--- src/rtl/pipe_pkg.sv ---
// Shared helpers for the register pipeline: occupancy counter sizing.
package pipe_pkg;

   // Counter must represent 0..depth inclusive.
   function automatic int occ_width(input int depth);
      return $clog2(depth + 1);
   endfunction

endpackage

--- src/rtl/pipe_stage.sv ---
// One pipeline stage: valid bit plus data register; load wins over clear.
// Data changes only on load, so a cleared stage keeps its last value.
module pipe_stage #(
   parameter int               WIDTH   = 8,
   parameter logic [WIDTH-1:0] RST_VAL = '0
) (
   input  logic             clk,
   input  logic             rst,
   input  logic             load,
   input  logic             clear,
   input  logic [WIDTH-1:0] din,
   output logic             vld,
   output logic [WIDTH-1:0] dat
);

   always_ff @(posedge clk or negedge rst) begin
      if (!rst) begin
         vld <= 1'b0;
         dat <= RST_VAL;
      end else if (load) begin
         vld <= 1'b1;
         dat <= din;
      end else if (clear) begin
         vld <= 1'b0;
      end
   end

endmodule

--- src/rtl/pipe_reg_chain.sv ---
// DEPTH-stage valid/ready register pipeline, DEPTH cycles latency when unstalled.
// Empty stages ahead of a stall still advance; flush drops every valid bit.
module pipe_reg_chain
   import pipe_pkg::*;
#(
   parameter int               WIDTH   = 8,
   parameter int               DEPTH   = 3,
   parameter logic [WIDTH-1:0] RST_VAL = '0
) (
   input  logic                          clk,
   input  logic                          rst,
   input  logic                          flush,
   input  logic                          in_valid,
   output logic                          in_ready,
   input  logic [WIDTH-1:0]              in_data,
   output logic                          out_valid,
   input  logic                          out_ready,
   output logic [WIDTH-1:0]              out_data,
   output logic [occ_width(DEPTH)-1:0]   occupancy
);

   localparam int OCC_W = occ_width(DEPTH);

   logic [DEPTH-1:0] v;
   logic [WIDTH-1:0] d     [DEPTH];
   logic [DEPTH-1:0] src_v;
   logic [WIDTH-1:0] src_d [DEPTH];
   logic [DEPTH-1:0] load;
   logic [DEPTH:0]   rdy;
   logic             in_hs;
   logic             out_hs;

   // A stage is ready if any stage from it to the output is empty, or the sink is ready.
   always_comb begin
      logic acc;
      acc        = out_ready;
      rdy[DEPTH] = out_ready;
      for (int i = DEPTH - 1; i >= 0; i--) begin
         acc    = acc | ~v[i];
         rdy[i] = acc;
      end
   end

   for (genvar g = 0; g < DEPTH; g++) begin : g_stage
      if (g == 0) begin : g_head
         assign src_v[g] = in_valid;
         assign src_d[g] = in_data;
      end else begin : g_body
         assign src_v[g] = v[g-1];
         assign src_d[g] = d[g-1];
      end

      assign load[g] = src_v[g] & rdy[g] & ~flush;

      pipe_stage #(
         .WIDTH   (WIDTH),
         .RST_VAL (RST_VAL)
      ) u_stage (
         .clk   (clk),
         .rst   (rst),
         .load  (load[g]),
         .clear (flush | rdy[g+1]),
         .din   (src_d[g]),
         .vld   (v[g]),
         .dat   (d[g])
      );
   end

   assign in_ready  = rdy[0] & ~flush;
   assign out_valid = v[DEPTH-1] & ~flush;
   assign out_data  = d[DEPTH-1];

   assign in_hs  = in_valid & in_ready;
   assign out_hs = out_valid & out_ready;

   always_ff @(posedge clk or negedge rst) begin
      if (!rst) begin
         occupancy <= '0;
      end else if (flush) begin
         occupancy <= '0;
      end else if (in_hs && !out_hs) begin
         occupancy <= occupancy + OCC_W'(1);
      end else if (out_hs && !in_hs) begin
         occupancy <= occupancy - OCC_W'(1);
      end
   end

endmodule

--- config.mk ---
export PLATFORM = sky130hd
export DESIGN_NAME = pipe_reg_chain
export DESIGN_NICKNAME = d
export VERILOG_FILES = /design/src/rtl/pipe_pkg.sv /design/src/rtl/pipe_stage.sv /design/src/rtl/pipe_reg_chain.sv
export SDC_FILE = /design/constraint.sdc
export NUM_CORES = 1
export LEC_CHECK = 0
export ABC_AREA = 1
export ABC_CLOCK_PERIOD_IN_PS = 3400
export CAP_MARGIN = 20
export CORE_ASPECT_RATIO = 1.5
export CORE_MARGIN = 8
export CORE_UTILIZATION = 54
export DETAILED_ROUTE_END_ITERATION = 10
export PLACE_DENSITY = 0.82
export SLEW_MARGIN = 20
export SYNTH_ARGS = -nofsm -noshare
export SYNTH_HDL_FRONTEND = slang
export SYNTH_SLANG_ARGS = --single-unit
--- constraint.sdc ---
create_clock -name clk -period 3.4 [get_ports clk]
set_clock_uncertainty 0.2 [all_clocks]
set_input_delay 1.02 -clock clk [delete_from_list [all_inputs] [get_ports clk]]
set_output_delay 1.02 -clock clk [all_outputs]
set_load 0.02 [all_outputs]
Word-level counts from Yosys, hierarchy flattened
Index checks and enable logic that the tools add are counted.
{"block": "op_classes", "addsub": 2, "multipliers": 0, "div_mod_pow": 0, "magnitude_cmp": 0, "eq_ne": 0, "shifts": 0, "n_mux": 9, "bitwise": 20, "reduce_logical": 8}
{"op": "bitwise AND 1 bit", "n": 10}
{"op": "2-to-1 mux 1 bit", "n": 6}
{"op": "2-to-1 mux 2 bit", "n": 3}
{"op": "OR 1 bit", "n": 6}
{"op": "nonzero test 2 bit", "n": 3}
{"op": "NOT 1 bit", "n": 4}
{"op": "nonzero test 3 bit", "n": 1}
{"op": "adder 2 x 1 -> 2 bit, second input constant", "n": 1}
{"op": "logical AND 1 bit", "n": 2}
{"op": "logical NOT 1 bit", "n": 2}
{"op": "subtractor 2 x 1 -> 2 bit, second input constant", "n": 1}
{"block": "totals", "regBits": 29, "latch_bits": 0, "ramBits": 0, "rom_bits": 0, "inputBits": 13, "out_inout_bits": 12, "elab_cells": 46, "memories": 0}

Logic depth before layout (Yosys ltp)
{"block": "depth", "word_depth": 11, "ltp_mapped": 8, "mapped_depth_nobuf": 8}

Cells and area by module
Synthesis repeated with hierarchy kept, for this count alone.
{"block": "hier_totals", "cells_unflattened": 155, "hier_area_um2": 1242.4}
{"mod": "pipe_stage", "instances": 3, "cells_each": 38, "area_each_um2": 341.6, "seq_area_each_um2": 225.2}
{"mod": "pipe_reg_chain", "instances": 1, "cells_each": 41, "area_each_um2": 217.7, "seq_area_each_um2": 50.0}

Worst setup path after synthesis
OpenSTA, ideal clock, no wires.
{"block": "synth_timing", "path_kind": "input -> output", "from": "input port out_ready", "to": "output port in_ready", "t_arrival_ps": 1353, "required_time_ps": 2180, "path_slack_ps": 827, "stages": 4, "path_buffers": 0, "path_cell_list": "inv_1 nand4_2 nand2_1 inv_1"}
{"block": "synth_between", "elab_chain_len": 4}
{"element": "start: declaration", "line_no": "pipe_reg_chain.sv:17", "text": "input logic out_ready,"}
{"element": "OR 1 bit (3 in a row)", "line_no": "pipe_reg_chain.sv:39", "text": "acc = acc | ~v[i];"}
{"element": "bitwise AND 1 bit", "line_no": "pipe_reg_chain.sv:69", "text": "assign in_ready = rdy[0] & ~flush;"}
{"element": "end: declaration", "line_no": "pipe_reg_chain.sv:14", "text": "output logic in_ready,"}
No other way between the ends.

Worst setup path in the final report
Ends and elaborated chain as after synthesis.

==> reports/qor.yml <==
outcome: "finished, final reports clean"
max_stage_delay_ns: 0.48
pwr_density_cell_mw_per_mm2: 549
grt_max_degree: 30
end_kind: "output port"
layout.nets: 166
fill_cells: 183
yosys_warnings: 0
hold_path_class: "register to register"
synth_area_per_cell_sq_um: 10.4
yosysTopAreaCell: "dfrtp_1"
yosysSeqAreaShare: 0.544
antenna_cells: 0
drt-initial-drc-count: 19
crit_path_frequent_cell: "inv_1"
cts_buffers: 5
synth_area_sq_mm: 0.00133
post_cts_buffers: 0
synth_top_area_share: 0.544
yosysMostFrequentCell: "dfrtp_1"
grt_pass1_vias: 923
drt_pass1_iterations: 2
power_switching_uw: 260
antenna_left: 0
clockPowerShare: 0.214
setup_viol: 0
place_hpwl_um: 1620
numPortBuffers: 24
holdBufCountCts: 0
crit_fanout: 2
fin_ws_ns: 0.155
syn_to_final_growth_pct: 19.4
clock_path_buffers: 2
cp_cell_sequence: "clkdlybuf4s50_1 > inv_1 > nand4_2 > nand2_1 > inv_1 > dlygate4sd2_1"
p_comb_frac: 0.279
gr-total-overflow: 0
die_width_um: 56.6
crit_path_start_kind: "input port"
instances_no_fill: 178
gp_congestion: 0.793
numClockSinks: 29
post-route-period-util: 0.954
ys_top_cells_by_area: "dfrtp_1 (54%), nand2_1 (7.9%), mux2_4 (5.6%)"
ys_seq_elements: 29
crit_slowest_cell: "clkdlybuf4s50_1"
max_slew_margin: 0.770
cp.required_ns: 2.18
p_seq_frac: 0.507
ff_latch_area_sq_um: 726
ys.flop_type: "dfrtp_1"
synthTopCellsByCount: "dfrtp_1 (29), nand2_1 (28), inv_1 (13)"
slew_viol_final: 0
ioPinCount: 25
placedInstanceArea_sq_mm: 0.00154
coreArea_sq_mm: 0.00239
async_flop_share: 1.00
die_h_um: 76.9
clk-insertion-delay-late_ns: 0.32
root_buffer: "clkbuf_4"
syn_inst: 128
vias_per_cell: 4.86
p_sw_frac: 0.297
grt_pass1_wl_um: 3770
dp_slack_ns: -0.126
worstMarginPinSlew_ns: 0.345
placedCellCount: 170
wl_um: 2110
htree_levels: 2
grtUsageTotal: 0.107
worstPathArrival_ns: 2.02
min_period_ns: 3.24
leakagePower_uw: 0.000805
worstSetupPathType: "input port to output port"
grt_antenna_before_repair: 0
maxCapViolations: 0
drc: 0
start_util: 0.557
cts_tree: "yes"
multiInputGateArea_sq_um: 444
num_vias: 865
dieArea_sq_mm: 0.00435
ir_drop_uv: 317
synth_edf_count: 0
clkTransAtPathRegs_ns: 0.08
wl_per_cell_um: 11.9
syn_nets: 141
num_rows: 22
p_int_uw: 615
drive_gt1_frac: 0.260
whs_ns: 0.289
final-hold-violation-count: 0
rsz0062_at_grt: "no"
synthDistinctLibCells: 21
max_freq_mhz: 308
postLayoutCellArea_sq_mm: 0.00159
-- state kept, by name, indices dropped and copies added (netlist names) --
signal	cells
occupancy	2
g_stage.u_stage.vld	3
g_stage.u_stage.dat	24
-- routing by layer --
layer / GRT usage / up-vias / part of all wire
met1: 0.109 / 393 / 0.41
met5: 0 / - / 0
met3: 0.0560 / 6 / 0.065
met4: 0.0507 / 0 / 0.022
li1: - / 447 / -
met2: 0.172 / 19 / 0.50
-- logic make-up after synthesis --
kind of cell / after synthesis / synth area share
xor gates and xnor gates: 1 / 0.00657
muxes: 6 / 0.0647
buffers and inverters: 28 / 0.123
DFF: 29 / 0.544
AOI/OAI and AO/OA: 21 / 0.0985
and+or+nand+nor: 43 / 0.163
-- area by class of cell --
cell class / count / area share
Timing Repair Buffer: 29 / 0.173
Clock inverter: 2 / 0.00628
Clock buffer: 6 / 0.0259
Multi-Input combinational cell: 71 / 0.279
Inverter: 17 / 0.0416
Tap cell: 24 / 0.0189
Sequential cell: 29 / 0.456
-- cell usage in the layout, fill, tap and decap left out, drive strengths merged --
master / netlist / routed
o21ai: 17 / 17
buf: 11 / 5
inv: 17 / 17
xor2: 1 / 1
nand4: 2 / 2
nand3: 5 / 5
clkbuf: 0 / 6
clkinv: 0 / 2
dlygate4sd2: 0 / 2
mux2: 6 / 6
nand2: 32 / 32
a21oi: 4 / 4
clkdlybuf4s50: 0 / 22
dfrtp: 29 / 29
nor2: 4 / 4
-- critical path: cells and delay by family --
kind	cells	cell delay, ns
buf+inv	4	0.89
simple gates	2	0.11
-- power groups by stage --
| stage | clock network, uW | logic [uW] | registers, uW |
|---|---|---|---|
| finish | 187 | 244 | 443 |
| global route | 213 | 267 | 452 |
| CTS | 195 | 248 | 444 |
| detailed placement | 0 | 248 | 451 |
| global placement | 0 | 241 | 447 |
| floorplan | 0 | 179 | 447 |
-- through the flow --
step	util	TNS (ns)	power (uW)
after global routing	0.665	0	932
after floorplan	-	0	626
after detailed placement	0.645	-0.225	699
final	0.665	0	874
after CTS	0.665	0	888
after global placement	0.645	-0.163	687
-- final timing paths --
kind / depth (start not counted) / to / slack, ns / startpoint
worst max-delay path: 6 / in_ready / 0.16 / out_ready
worst min-delay path: 2 / g_stage[0].u_stage.dat[7] / 0.29 / g_stage[0].u_stage.dat[7]
worst max register to register: 8 / occupancy[1] / 1.82 / g_stage[2].u_stage.vld
worst min register to register: 2 / g_stage[0].u_stage.dat[7] / 0.29 / g_stage[0].u_stage.dat[7]
max in group asynchronous: 2 / g_stage[0].u_stage.dat[6] / 1.87 / rst
min in group asynchronous: 2 / g_stage[2].u_stage.vld / 0.87 / rst
-- what timing repair did --
item	4_1_cts	5_1_grt
gates resized for setup	2	0
endpoints found under the setup margin	2	0
hold endpoints to repair	0	0
No activity file was read; power rests on OpenSTA's default activity.
